`src/rtl/scrub_mon_poller_pkg.sv`:
```
// ---------------------------------------------------------------------------
// scrub_poll_pkg
// Shared types and constants for the scrub monitor poller.
//   state_t        : poller FSM states (RETRY exists only when POLL_RETRY_EN
//                    is defined)
//   OFS_INTERR     : word offset of the monitor interrupt flag register
//   OFS_CYCLESXBF  : word offset of the cycles-per-bit-flip register
//   INTERR_BIT     : bit position of the interrupt flag inside word 0
// Configuration macro: POLL_RETRY_EN
// ---------------------------------------------------------------------------
package scrub_poll_pkg;

    typedef enum logic [2:0] {
        IDLE   = 3'd0,
        RD_INT = 3'd1,
        RD_CNT = 3'd2,
`ifdef POLL_RETRY_EN
        RETRY  = 3'd4,
`endif
        UPD    = 3'd3
    } state_t;

    localparam int OFS_INTERR    = 0;
    localparam int OFS_CYCLESXBF = 1;
    localparam int INTERR_BIT    = 0;

endpackage

```
`src/rtl/scrub_mon_poller_timer.sv`:
```
// ---------------------------------------------------------------------------
// scrub_poll_timer
// Loadable down-counter. Load has priority over decrement; the counter never
// wraps (it holds at zero). expired_o flags the last counted cycle (count 1)
// so the owner can act on the edge that ends it.
//   clk_i       : clock
//   rst_i       : synchronous active-high reset, loads RST_VAL
//   load_i      : load load_val_i on the next edge
//   load_val_i  : reload value
//   dec_i       : decrement enable
//   expired_o   : count has reached 1 (or 0)
// ---------------------------------------------------------------------------
module scrub_poll_timer #(
    parameter int             W       = 32,
    parameter logic [W-1:0]   RST_VAL = '0
) (
    input  logic         clk_i,
    input  logic         rst_i,
    input  logic         load_i,
    input  logic [W-1:0] load_val_i,
    input  logic         dec_i,
    output logic         expired_o
);

    logic [W-1:0] cnt_q;

    always_ff @(posedge clk_i) begin
        if (rst_i) begin
            cnt_q <= RST_VAL;
        end else if (load_i) begin
            cnt_q <= load_val_i;
        end else if (dec_i && (cnt_q != '0)) begin
            cnt_q <= cnt_q - W'(1);
        end
    end

    assign expired_o = (cnt_q < W'(2));

endmodule

```
`src/rtl/scrub_mon_poller.sv`:
```
// ---------------------------------------------------------------------------
// scrub_mon_poller
// REG_BUS initiator that periodically reads the scrub monitor's interrupt
// flag (word 0) and average cycles-per-bit-flip (word 1) and republishes them
// as registered signals, with an alarm and a sticky bus error flag.
//   clk_i, rst_i        : clock, synchronous active-high reset
//   enable_i            : periodic polling enabled
//   poll_now_i          : start a poll immediately when idle
//   reg_*_o / reg_*_i   : REG_BUS read-only initiator port
//   interr_o            : last interrupt flag read
//   cyclesxbf_o         : last cycles-per-flip value read
//   sample_valid_o      : 1-cycle pulse when both words were read
//   alarm_o             : interr_o | (0 < cyclesxbf_o < CYCLE_THR)
//   bus_err_o           : sticky error/timeout flag, cleared by a good poll
//   dbg_state_o         : current FSM state
// Configuration macro: POLL_RETRY_EN (reissue a failed read once).
//
// Handshake: a read is offered while reg_valid_o=1 with reg_addr_o held
// stable; it completes in the first cycle where reg_valid_o=1 and
// reg_ready_i or reg_error_i is high (error wins when both are high).
// reg_valid_o drops on the following edge, so the responder's extra ready
// pulse lands in a reg_valid_o=0 cycle and is ignored.
// ---------------------------------------------------------------------------
module scrub_mon_poller
    import scrub_poll_pkg::*;
#(
    parameter int ADDR_WIDTH  = 32,
    parameter int DATA_WIDTH  = 32,
    parameter int BASE_ADDR   = 0,
    parameter int POLL_PERIOD = 1000,
    parameter int TIMEOUT     = 16,
    parameter int CYCLE_THR   = 100
) (
    input  logic                    clk_i,
    input  logic                    rst_i,
    input  logic                    enable_i,
    input  logic                    poll_now_i,
    output logic [ADDR_WIDTH-1:0]   reg_addr_o,
    output logic                    reg_write_o,
    output logic [DATA_WIDTH-1:0]   reg_wdata_o,
    output logic [DATA_WIDTH/8-1:0] reg_wstrb_o,
    output logic                    reg_valid_o,
    input  logic [DATA_WIDTH-1:0]   reg_rdata_i,
    input  logic                    reg_ready_i,
    input  logic                    reg_error_i,
    output logic                    interr_o,
    output logic [DATA_WIDTH-1:0]   cyclesxbf_o,
    output logic                    sample_valid_o,
    output logic                    alarm_o,
    output logic                    bus_err_o,
    output state_t                  dbg_state_o
);

    localparam int TMR_W = 32;
    localparam logic [ADDR_WIDTH-1:0] ADDR_INT = ADDR_WIDTH'(BASE_ADDR + OFS_INTERR);
    localparam logic [ADDR_WIDTH-1:0] ADDR_CNT = ADDR_WIDTH'(BASE_ADDR + OFS_CYCLESXBF);
    localparam logic [DATA_WIDTH-1:0] THR      = DATA_WIDTH'(CYCLE_THR);
    localparam logic [TMR_W-1:0]      PERIOD_V = TMR_W'(POLL_PERIOD);
    localparam logic [TMR_W-1:0]      TMO_V    = TMR_W'(TIMEOUT);

    state_t state_q;
    logic   interr_shadow_q;
    logic   iv_expired;
    logic   to_expired;
    logic   poll_start;
    logic   rsp_ok;
    logic   rsp_fail;
`ifdef POLL_RETRY_EN
    logic   retried_q;
    state_t retry_state_q;
`endif

    assign reg_write_o = 1'b0;
    assign reg_wdata_o = '0;
    assign reg_wstrb_o = '0;
    assign dbg_state_o = state_q;

    // Timer expiry and poll_now_i in the same cycle still start a single poll.
    assign poll_start = (state_q == IDLE) && (poll_now_i || (enable_i && iv_expired));
    assign rsp_ok     = reg_valid_o && reg_ready_i && !reg_error_i;
    assign rsp_fail   = reg_valid_o && (reg_error_i || (!reg_ready_i && to_expired));

    // Interval timer: held at the period for the whole poll, so the idle
    // countdown always starts from a fresh reload.
    scrub_poll_timer #(.W(TMR_W), .RST_VAL(PERIOD_V)) u_interval (
        .clk_i      (clk_i),
        .rst_i      (rst_i),
        .load_i     (state_q != IDLE),
        .load_val_i (PERIOD_V),
        .dec_i      ((state_q == IDLE) && enable_i),
        .expired_o  (iv_expired)
    );

    // Timeout timer: reloaded whenever no read is outstanding, so it holds
    // TIMEOUT in the first valid cycle and expires on the TIMEOUT-th.
    scrub_poll_timer #(.W(TMR_W), .RST_VAL(TMO_V)) u_timeout (
        .clk_i      (clk_i),
        .rst_i      (rst_i),
        .load_i     (!reg_valid_o),
        .load_val_i (TMO_V),
        .dec_i      (reg_valid_o),
        .expired_o  (to_expired)
    );

    // Outputs are registered from the state being entered: the edge that
    // finishes word 1 also publishes the sample, so those values are visible
    // during the single UPD cycle.
    always_ff @(posedge clk_i) begin
        if (rst_i) begin
            state_q         <= IDLE;
            reg_valid_o     <= 1'b0;
            reg_addr_o      <= '0;
            interr_shadow_q <= 1'b0;
            interr_o        <= 1'b0;
            cyclesxbf_o     <= '0;
            sample_valid_o  <= 1'b0;
            alarm_o         <= 1'b0;
            bus_err_o       <= 1'b0;
`ifdef POLL_RETRY_EN
            retried_q       <= 1'b0;
            retry_state_q   <= IDLE;
`endif
        end else begin
            sample_valid_o <= 1'b0;
            alarm_o        <= interr_o || ((cyclesxbf_o != '0) && (cyclesxbf_o < THR));
            case (state_q)
                IDLE: begin
                    if (poll_start) begin
                        state_q     <= RD_INT;
                        reg_valid_o <= 1'b1;
                        reg_addr_o  <= ADDR_INT;
                    end
                end
                RD_INT, RD_CNT: begin
                    if (!reg_valid_o) begin
                        // Gap cycle after the previous read: issue this one.
                        reg_valid_o <= 1'b1;
                        reg_addr_o  <= (state_q == RD_INT) ? ADDR_INT : ADDR_CNT;
                    end else if (rsp_ok) begin
                        reg_valid_o <= 1'b0;
`ifdef POLL_RETRY_EN
                        retried_q   <= 1'b0;
`endif
                        if (state_q == RD_INT) begin
                            interr_shadow_q <= reg_rdata_i[INTERR_BIT];
                            state_q         <= RD_CNT;
                        end else begin
                            interr_o       <= interr_shadow_q;
                            cyclesxbf_o    <= reg_rdata_i;
                            sample_valid_o <= 1'b1;
                            bus_err_o      <= 1'b0;
                            state_q        <= UPD;
                        end
                    end else if (rsp_fail) begin
                        reg_valid_o <= 1'b0;
`ifdef POLL_RETRY_EN
                        if (!retried_q) begin
                            retried_q     <= 1'b1;
                            retry_state_q <= state_q;
                            state_q       <= RETRY;
                        end else begin
                            retried_q <= 1'b0;
                            bus_err_o <= 1'b1;
                            state_q   <= IDLE;
                        end
`else
                        bus_err_o <= 1'b1;
                        state_q   <= IDLE;
`endif
                    end
                end
`ifdef POLL_RETRY_EN
                RETRY: begin
                    // One idle cycle has passed; reissue the same address.
                    state_q     <= retry_state_q;
                    reg_valid_o <= 1'b1;
                end
`endif
                UPD: begin
                    state_q <= IDLE;
                end
                default: begin
                    state_q <= IDLE;
                end
            endcase
        end
    end

endmodule

```
`config.mk`:
```
export PLATFORM = sky130hd
export DESIGN_NAME = scrub_mon_poller
export DESIGN_NICKNAME = d
export VERILOG_FILES = /design/src/rtl/scrub_mon_poller_pkg.sv /design/src/rtl/scrub_mon_poller_timer.sv /design/src/rtl/scrub_mon_poller.sv
export SDC_FILE = /design/constraint.sdc
export NUM_CORES = 1
export LEC_CHECK = 0
export ABC_AREA = 1
export CORE_MARGIN = 3
export CORE_UTILIZATION = 50
export DETAILED_ROUTE_END_ITERATION = 8
export PLACE_DENSITY = 0.78
export SKIP_LAST_GASP = 1
export SLEW_MARGIN = 20
export SYNTH_ARGS = -nofsm -noshare
export SYNTH_HDL_FRONTEND = slang
export SYNTH_HIERARCHICAL = 1
export SYNTH_SLANG_ARGS = --single-unit
```
`constraint.sdc`:
```
create_clock -name clk_i -period 5.3 [get_ports clk_i]
set_input_delay 1.06 -clock clk_i [delete_from_list [all_inputs] [get_ports clk_i]]
set_output_delay 1.06 -clock clk_i [all_outputs]
set_load 0.02 [all_outputs]
```
==> metrics.log, run 1 <==
INFO  metric antenna_violating_nets_post_route = 0
INFO  metric crit_path_start = reg_ready_i
INFO  metric accumulated_negative_setup_slack = 0 ns
INFO  metric worstReg2RegEnd = u_interval/cnt_q[13]$_SDFFE_PP0P_
INFO  metric area_growth = 15.1%
INFO  metric io_buffer_count = 77
INFO  metric synth.avg_cell_area = 6.09 µm²
INFO  metric initial_utilization = 0.516
INFO  metric worst_hold_path_type = flip-flop to flip-flop
INFO  metric maxCapViolCount = 0
INFO  metric max_rail_drop_vdd = 0.289 mV
INFO  metric share_of_layout_cells_above_drive_strength_1 = 0.0542
INFO  metric timing_max_transition_violations_final = 0
INFO  metric synth-edff-count = 0
INFO  metric dr_total_vias = 7182
INFO  metric timing.critical_path.from_type = input pin
INFO  metric grt_setup_unrepaired = no
INFO  metric grt_start_max_net_pins = 47
INFO  metric yosysMostFrequentCell = sky130_fd_sc_hd__nand2_1
INFO  metric synth_seq_area_share = 0.290
INFO  metric synth.cell_area = 0.00725 mm²
INFO  metric floorplan.rows = 43
INFO  metric timing.critical_path.required = 5.54 ns
INFO  metric post-cts-setup-buffers = 0
INFO  metric route.detailed.drc = 0
INFO  metric core_region_area = 0.0140 mm²
INFO  metric n_antenna_cell = 0
INFO  metric detailedRoute.firstIterationViolations = 596
INFO  metric die_w = 126 µm
INFO  metric cell_depth_of_the_worst_flop_to_flop_path = 10
INFO  metric r2r_start = u_interval/cnt_q[1]$_SDFFE_PP0P_
INFO  metric synth_async_sr_flop_share = 0
INFO  metric h-tree-depth = 3
INFO  metric worst_clock_skew = 0.0111 ns
INFO  metric path_type_of_the_worst_setup_path = input pin to flip-flop
INFO  metric cts-root-to-sink-buffers = 2
INFO  metric final_core_utilization = 0.594
INFO  metric status = finished clean
INFO  metric dominantRegCellSynth = sky130_fd_sc_hd__dfxtp_1
INFO  metric synth.lib_cells_used.distinct = 34
INFO  metric cp.arrival = 2.98 ns
INFO  metric synth_top_cell_area_share = 0.290
INFO  metric rrSetupSlack = 2.89 ns
INFO  metric tritoncts.num_buffers = 9
INFO  metric synthesis.yosys.warnings = 6
INFO  metric place.detailed.hpwl = 13300 µm
INFO  metric total_power = 2420 µW
INFO  metric wire_per_inst = 12.4 µm
INFO  metric worstSetupEndpoint = cyclesxbf_o[7]$_SDFFE_PP0P_
INFO  metric wire_length_of_the_first_global_routing_pass = 29700 µm
INFO  metric detailedRoute.firstPassIterationCount = 4
INFO  metric die_height = 126 µm
INFO  metric cellPowerDensity = 290 mW/mm²
INFO  metric cts.root.buffer_cell = sky130_fd_sc_hd__clkbuf_16
INFO  metric critical_path.max_fanout = 45
INFO  metric synth_cells = 1189
INFO  metric timing.hold.ws = 0.462 ns
INFO  metric numClockSinks = 105
INFO  metric clk_transition_reported_paths = 0.08 ns
INFO  metric num-nets-final = 1349
INFO  metric io_pins = 147
INFO  metric leakage = 0.00392 µW
INFO  metric synth_seq_cells = 105
INFO  metric tritoncts = done
INFO  metric post_cts_resize_count = 0
INFO  metric fmax = 364 MHz
INFO  metric overall_overflow_remaining_after_global_route = 0
INFO  metric grt_use_total = 0.221
INFO  metric synthTopCellsByArea = sky130_fd_sc_hd__dfxtp_1 29%, sky130_fd_sc_hd__nand2_1 17%, sky130_fd_sc_hd__nor2_1 13%, sky130_fd_sc_hd__nand3_1 7.9%, sky130_fd_sc_hd__buf_4 7.8%
INFO  metric gp_routability_congestion = 0.922
INFO  metric worst-slew-pin-transition = 0.931 ns
INFO  metric ctsHoldBuffers = 0
INFO  metric synth.top_cells.by_count = 325 x sky130_fd_sc_hd__nand2_1, 243 x sky130_fd_sc_hd__nor2_1, 114 x sky130_fd_sc_hd__nand3_1
INFO  metric final_period_utilization = 0.518
INFO  metric floorplan.die_area = 0.0160 mm²
INFO  metric final_area = 0.00834 mm²
INFO  metric drt_wl_total = 18400 µm
INFO  metric clock_latency = 0.36 ns
INFO  metric first_global_vias = 6249
INFO  metric hold_viol_final = 0
INFO  metric timing.critical_path.to_type = flip-flop
INFO  metric post-synth-top-area-cell = sky130_fd_sc_hd__dfxtp_1
INFO  metric worst_slew_margin_rel = 0.379
INFO  metric final_setup_violation_count = 0
INFO  metric route.detailed.vias_per_inst = 4.82
INFO  metric dpl-instance-area = 0.00802 mm²
INFO  metric grt_antenna_before_repair = 0
INFO  metric post-route-min-period = 2.75 ns
==> sequential cells by signal, summed over array words and instances (netlist names), 2 cells and up <==
register and count:
cyclesxbf_o 32, dbg_state_o 2, u_interval/cnt_q 32, u_timeout/cnt_q 32
==> cell usage in the layout, fill, tap and decap left out, types with 7 or more instances in the layout <==
cell                              count
sky130_fd_sc_hd__a21oi_1             60
sky130_fd_sc_hd__clkbuf_16            9
sky130_fd_sc_hd__clkdlybuf4s50_1     76
sky130_fd_sc_hd__conb_1             133
sky130_fd_sc_hd__dfxtp_1            105
sky130_fd_sc_hd__ha_1                 7
sky130_fd_sc_hd__inv_1               84
sky130_fd_sc_hd__nand2_1            325
sky130_fd_sc_hd__nand2_2              7
sky130_fd_sc_hd__nand3_1            114
sky130_fd_sc_hd__nand4_1             14
sky130_fd_sc_hd__nor2_1             243
sky130_fd_sc_hd__nor2_2              12
sky130_fd_sc_hd__nor3_1              13
sky130_fd_sc_hd__o21ai_0             20
sky130_fd_sc_hd__o21ai_1             12
sky130_fd_sc_hd__o21bai_1            14
sky130_fd_sc_hd__xor2_1               7
==> cells by family (layout without fill, tap and decap cells) <==
| logic type | count (synthesis) | after routing | share of synthesized area |
|---|---|---|---|
| AOI/OAI and AO/OA | 117 | 117 | 0.0925 |
| DFF | 105 | 105 | 0.290 |
| xor gates and xnor gates | 11 | 11 | 0.0133 |
| buffers and inverters | 197 | 186 | 0.149 |
| and+or+nand+nor | 750 | 750 | 0.442 |
| other | 2 | 133 | 0.00104 |
| adders and majority gates | 7 | 7 | 0.0121 |
==> how the worst min path moves through the flow <==
stage	start	endpoint	slack (ns)	depth (start not counted)
detailed placement	reg_addr_o[0]$_SDFFE_PP0P_	reg_addr_o[0]$_SDFFE_PP0P_	0.45	2
finish	reg_addr_o[0]$_SDFFE_PP0P_	reg_addr_o[0]$_SDFFE_PP0P_	0.46	2
global placement	interr_shadow_q$_SDFFE_PP0P_	interr_shadow_q$_SDFFE_PP0P_	0.44	2
global route	interr_shadow_q$_SDFFE_PP0P_	interr_shadow_q$_SDFFE_PP0P_	0.48	2
CTS	reg_addr_o[0]$_SDFFE_PP0P_	reg_addr_o[0]$_SDFFE_PP0P_	0.46	2
floorplan	interr_shadow_q$_SDFFE_PP0P_	interr_shadow_q$_SDFFE_PP0P_	0.44	2
==> worst max-delay path, stage by stage <==
cell,delay [ns]
sky130_fd_sc_hd__clkdlybuf4s50_1,0.50
sky130_fd_sc_hd__nand2_2,0.07
sky130_fd_sc_hd__nor2_4,0.52
sky130_fd_sc_hd__nand2_4,0.44
sky130_fd_sc_hd__o21ai_0,0.29
sky130_fd_sc_hd__a21oi_1,0.06
==> routing by layer <==
| metal | global-route usage | vias up | wire (µm) | part of all wire |
|---|---|---|---|---|
| li1 | - | 3787 | - | - |
| met1 | 0.287 | 3127 | 8230 | 0.45 |
| met2 | 0.380 | 246 | 8680 | 0.47 |
| met3 | 0.0366 | 22 | 1210 | 0.065 |
| met4 | 0.0625 | 0 | 301 | 0.016 |
| met5 | 0 | - | 0 | 0 |
==> power breakdown <==
group | switching, µW | leakage, µW | internal, µW | total [µW]
combinational | 515 | 0.00291 | 235 | 750
sequential | 90.5 | 0.000859 | 855 | 946
clock | 340 | 0.000150 | 380 | 720
total | 945 | 0.00392 | 1470 | 2420
==> final cells by class <==
cell class / count / area (µm²)
clock buffer: 9 / 225
multi-input combinational: 1018 / 4560
timing repair buffer: 81 / 796
inverter: 89 / 335
fill: 1313 / 5700
tap: 180 / 225
clock inverter: 7 / 97.6
sequential: 105 / 2100
==> per-stage QoR <==
step	setup WS, ns	cells
after global routing	2.38	1489
after detailed placement	2.19	1473
after CTS	2.55	1489
after floorplan	3.41	1320
after global placement	2.20	1473
final	2.55	1489
Note: power is estimated with default switching activity, not from simulation.
==> run 2, diff against run 1 <==
--- a/config.mk
+++ b/config.mk
@@ -7,7 +7,7 @@
 export LEC_CHECK = 0
 export ABC_AREA = 1
 export CORE_MARGIN = 3
-export CORE_UTILIZATION = 50
+export CORE_UTILIZATION = 48
 export DETAILED_ROUTE_END_ITERATION = 8
 export PLACE_DENSITY = 0.78
 export SKIP_LAST_GASP = 1
==> constraint.sdc (replaced) <==
create_clock -name clk_i -period 2.4 [get_ports clk_i]
set_input_delay 0.48 -clock clk_i [delete_from_list [all_inputs] [get_ports clk_i]]
set_output_delay 0.48 -clock clk_i [all_outputs]
set_load 0.02 [all_outputs]
==> run 2 against run 1 <==
Net effect: worst hold slack gained 0.0075 ns; power grew 120%; highest routed layer unchanged; combinational power grew 130%; register-to-register slack lost 2.7 ns; via count grew 1.6%; sequential share of layout area shrank 0.22 points; clock skew is essentially flat; design area grew 0.87%; non-clock buffer count grew 10.
==> metrics.log, run 2 (synthesized netlist as in run 1, its figures left out) <==
INFO  metric clk_transition_reported_paths = 0.08 ns
INFO  metric route.detailed.drc = 0
INFO  metric die_w = 129 µm
INFO  metric num-nets-final = 1359
INFO  metric tritoncts = done
INFO  metric clock_latency = 0.36 ns
INFO  metric detailedRoute.firstIterationViolations = 358
INFO  metric grt_antenna_before_repair = 0
INFO  metric worst_clock_skew = 0.0111 ns
INFO  metric r2r_start = u_interval/cnt_q[11]$_SDFFE_PP0P_
INFO  metric critical_path.max_fanout = 6
INFO  metric overall_overflow_remaining_after_global_route = 0
INFO  metric mostFrequentLayoutCells = 325 x sky130_fd_sc_hd__nand2_1, 243 x sky130_fd_sc_hd__nor2_1, 133 x sky130_fd_sc_hd__conb_1
INFO  metric floorplan.rows = 44
INFO  metric maxCapViolCount = 0
INFO  metric wire_length_of_the_first_global_routing_pass = 30700 µm
INFO  metric min_from = reg_addr_o[0]$_SDFFE_PP0P_
INFO  metric route.detailed.vias_per_inst = 4.85
INFO  metric grt_start_max_net_pins = 46
INFO  metric area_growth = 16.1%
INFO  metric accumulated_negative_setup_slack = 0 ns
INFO  metric core_region_area = 0.0146 mm²
INFO  metric wire_per_inst = 12.1 µm
INFO  metric cell_depth_of_the_worst_flop_to_flop_path = 9
INFO  metric cp.arrival = 2.47 ns
INFO  metric cts.root.buffer_cell = sky130_fd_sc_hd__clkbuf_16
INFO  metric path_type_of_the_worst_setup_path = flip-flop to flip-flop
INFO  metric cts-root-to-sink-buffers = 2
INFO  metric final_core_utilization = 0.574
INFO  metric leakage = 0.00397 µW
INFO  metric detailedRoute.firstPassIterationCount = 5
INFO  metric grt_use_total = 0.222
INFO  metric status = finished clean
INFO  metric tritoncts.num_buffers = 9
INFO  metric max_rail_drop_vdd = 0.483 mV
INFO  metric fmax = 461 MHz
INFO  metric worstReg2RegEnd = dbg_state_o[1]$_SDFFE_PP0P_
INFO  metric final_period_utilization = 0.905
INFO  metric dr_total_vias = 7296
INFO  metric ctsHoldBuffers = 0
INFO  metric drt_wl_total = 18200 µm
INFO  metric place.detailed.hpwl = 13500 µm
INFO  metric rrSetupSlack = 0.23 ns
INFO  metric gp_routability_congestion = 0.992
INFO  metric h-tree-depth = 3
INFO  metric numClockSinks = 105
INFO  metric die_height = 129 µm
INFO  metric share_of_layout_cells_above_drive_strength_1 = 0.0622
INFO  metric n_antenna_cell = 0
INFO  metric io_buffer_count = 77
INFO  metric mostFrequentLayoutCell = sky130_fd_sc_hd__nand2_1
INFO  metric timing.critical_path.from_type = flip-flop
INFO  metric cellPowerDensity = 625 mW/mm²
INFO  metric timing_max_transition_violations_final = 0
INFO  metric biggestRegsByFlops = cyclesxbf_o x32, u_interval/cnt_q x32, u_timeout/cnt_q x32
INFO  metric crit_path_start = u_interval/cnt_q[11]$_SDFFE_PP0P_
INFO  metric antenna_violating_nets_post_route = 0
INFO  metric hold_viol_final = 0
INFO  metric initial_utilization = 0.495
INFO  metric grt_setup_unrepaired = no
INFO  metric post-route-min-period = 2.17 ns
INFO  metric final_setup_violation_count = 0
INFO  metric timing.critical_path.to_type = flip-flop
INFO  metric worst_hold_path_type = flip-flop to flip-flop
INFO  metric worstSetupEndpoint = dbg_state_o[1]$_SDFFE_PP0P_
INFO  metric floorplan.die_area = 0.0166 mm²
INFO  metric io_pins = 147
INFO  metric first_global_vias = 6553
INFO  metric timing.critical_path.required = 2.69 ns
==> run 2: cell count changes in the layout (fill, tap and decap cells not counted), sizes merged <==
cell,previous run,this run
buf,5,15
bufinv,1,0
clkinvlp,2,1
inv,90,92
==> run 2: worst min-delay path by stage <==
stage / to / slack [ns] / cells past startpoint
detailed placement: cyclesxbf_o[31]$_SDFFE_PP0P_ / 0.46 / 2
finish: reg_addr_o[0]$_SDFFE_PP0P_ / 0.47 / 2
global placement: interr_shadow_q$_SDFFE_PP0P_ / 0.45 / 2
CTS: cyclesxbf_o[31]$_SDFFE_PP0P_ / 0.47 / 2
floorplan: interr_shadow_q$_SDFFE_PP0P_ / 0.44 / 2
global route: reg_addr_o[0]$_SDFFE_PP0P_ / 0.50 / 2
==> run 2: layout make-up <==
| cell class | instances | area, µm² |
|---|---|---|
| sequential | 105 | 2100 |
| fill | 1421 | 6230 |
| timing repair buffer | 91 | 883 |
| inverter | 89 | 335 |
| multi-input combinational | 1018 | 4560 |
| clock buffer | 9 | 225 |
| clock inverter | 7 | 71.3 |
| tap | 184 | 230 |
==> run 2: routing by layer <==
metal,track usage,vias to the layer above,wire length (µm),share of wire
met5,0,-,0,0
met4,0.0562,0,264,0.014
met3,0.0465,26,1080,0.059
met2,0.380,198,8650,0.47
met1,0.285,3265,8250,0.45
li1,-,3807,-,-
==> run 2: critical path, cell delays in order (launching register included) <==
cell	delay, ns
sky130_fd_sc_hd__dfxtp_1	0.36
sky130_fd_sc_hd__nor2_1	0.16
sky130_fd_sc_hd__nand2_1	0.14
sky130_fd_sc_hd__nor2_1	0.29
sky130_fd_sc_hd__nand3_1	0.17
sky130_fd_sc_hd__nor3_1	0.23
sky130_fd_sc_hd__nand2_1	0.16
sky130_fd_sc_hd__a31oi_2	0.32
sky130_fd_sc_hd__nand3_1	0.13
sky130_fd_sc_hd__a21oi_1	0.16
==> run 2: stage by stage <==
step	hold slack, ns	total power, µW	worst slack, ns	instance area, µm²	cells
after floorplan	0.436	3470	0.643	7740	1320
after global placement	0.450	3760	0.125	8110	1487
after detailed placement	0.460	3780	0.178	8110	1487
after CTS	0.473	5270	0.158	8400	1503
after global routing	0.505	5630	0.115	8410	1503
final	0.469	5260	0.229	8410	1503
==> run 2: repair_timing <==
action                                  CTS  global route
gates resized for setup                   0             1
buffers inserted                          0             0
endpoints found under the setup margin    0             4
==> run 2: power by group <==
| group | leakage, µW | internal, µW | switching, µW | total [µW] |
|---|---|---|---|---|
| sequential | 0.000859 | 1890 | 192 | 2080 |
| combinational | 0.00297 | 545 | 1140 | 1690 |
| clock | 0.000145 | 738 | 754 | 1490 |
| total | 0.00397 | 3170 | 2090 | 5260 |
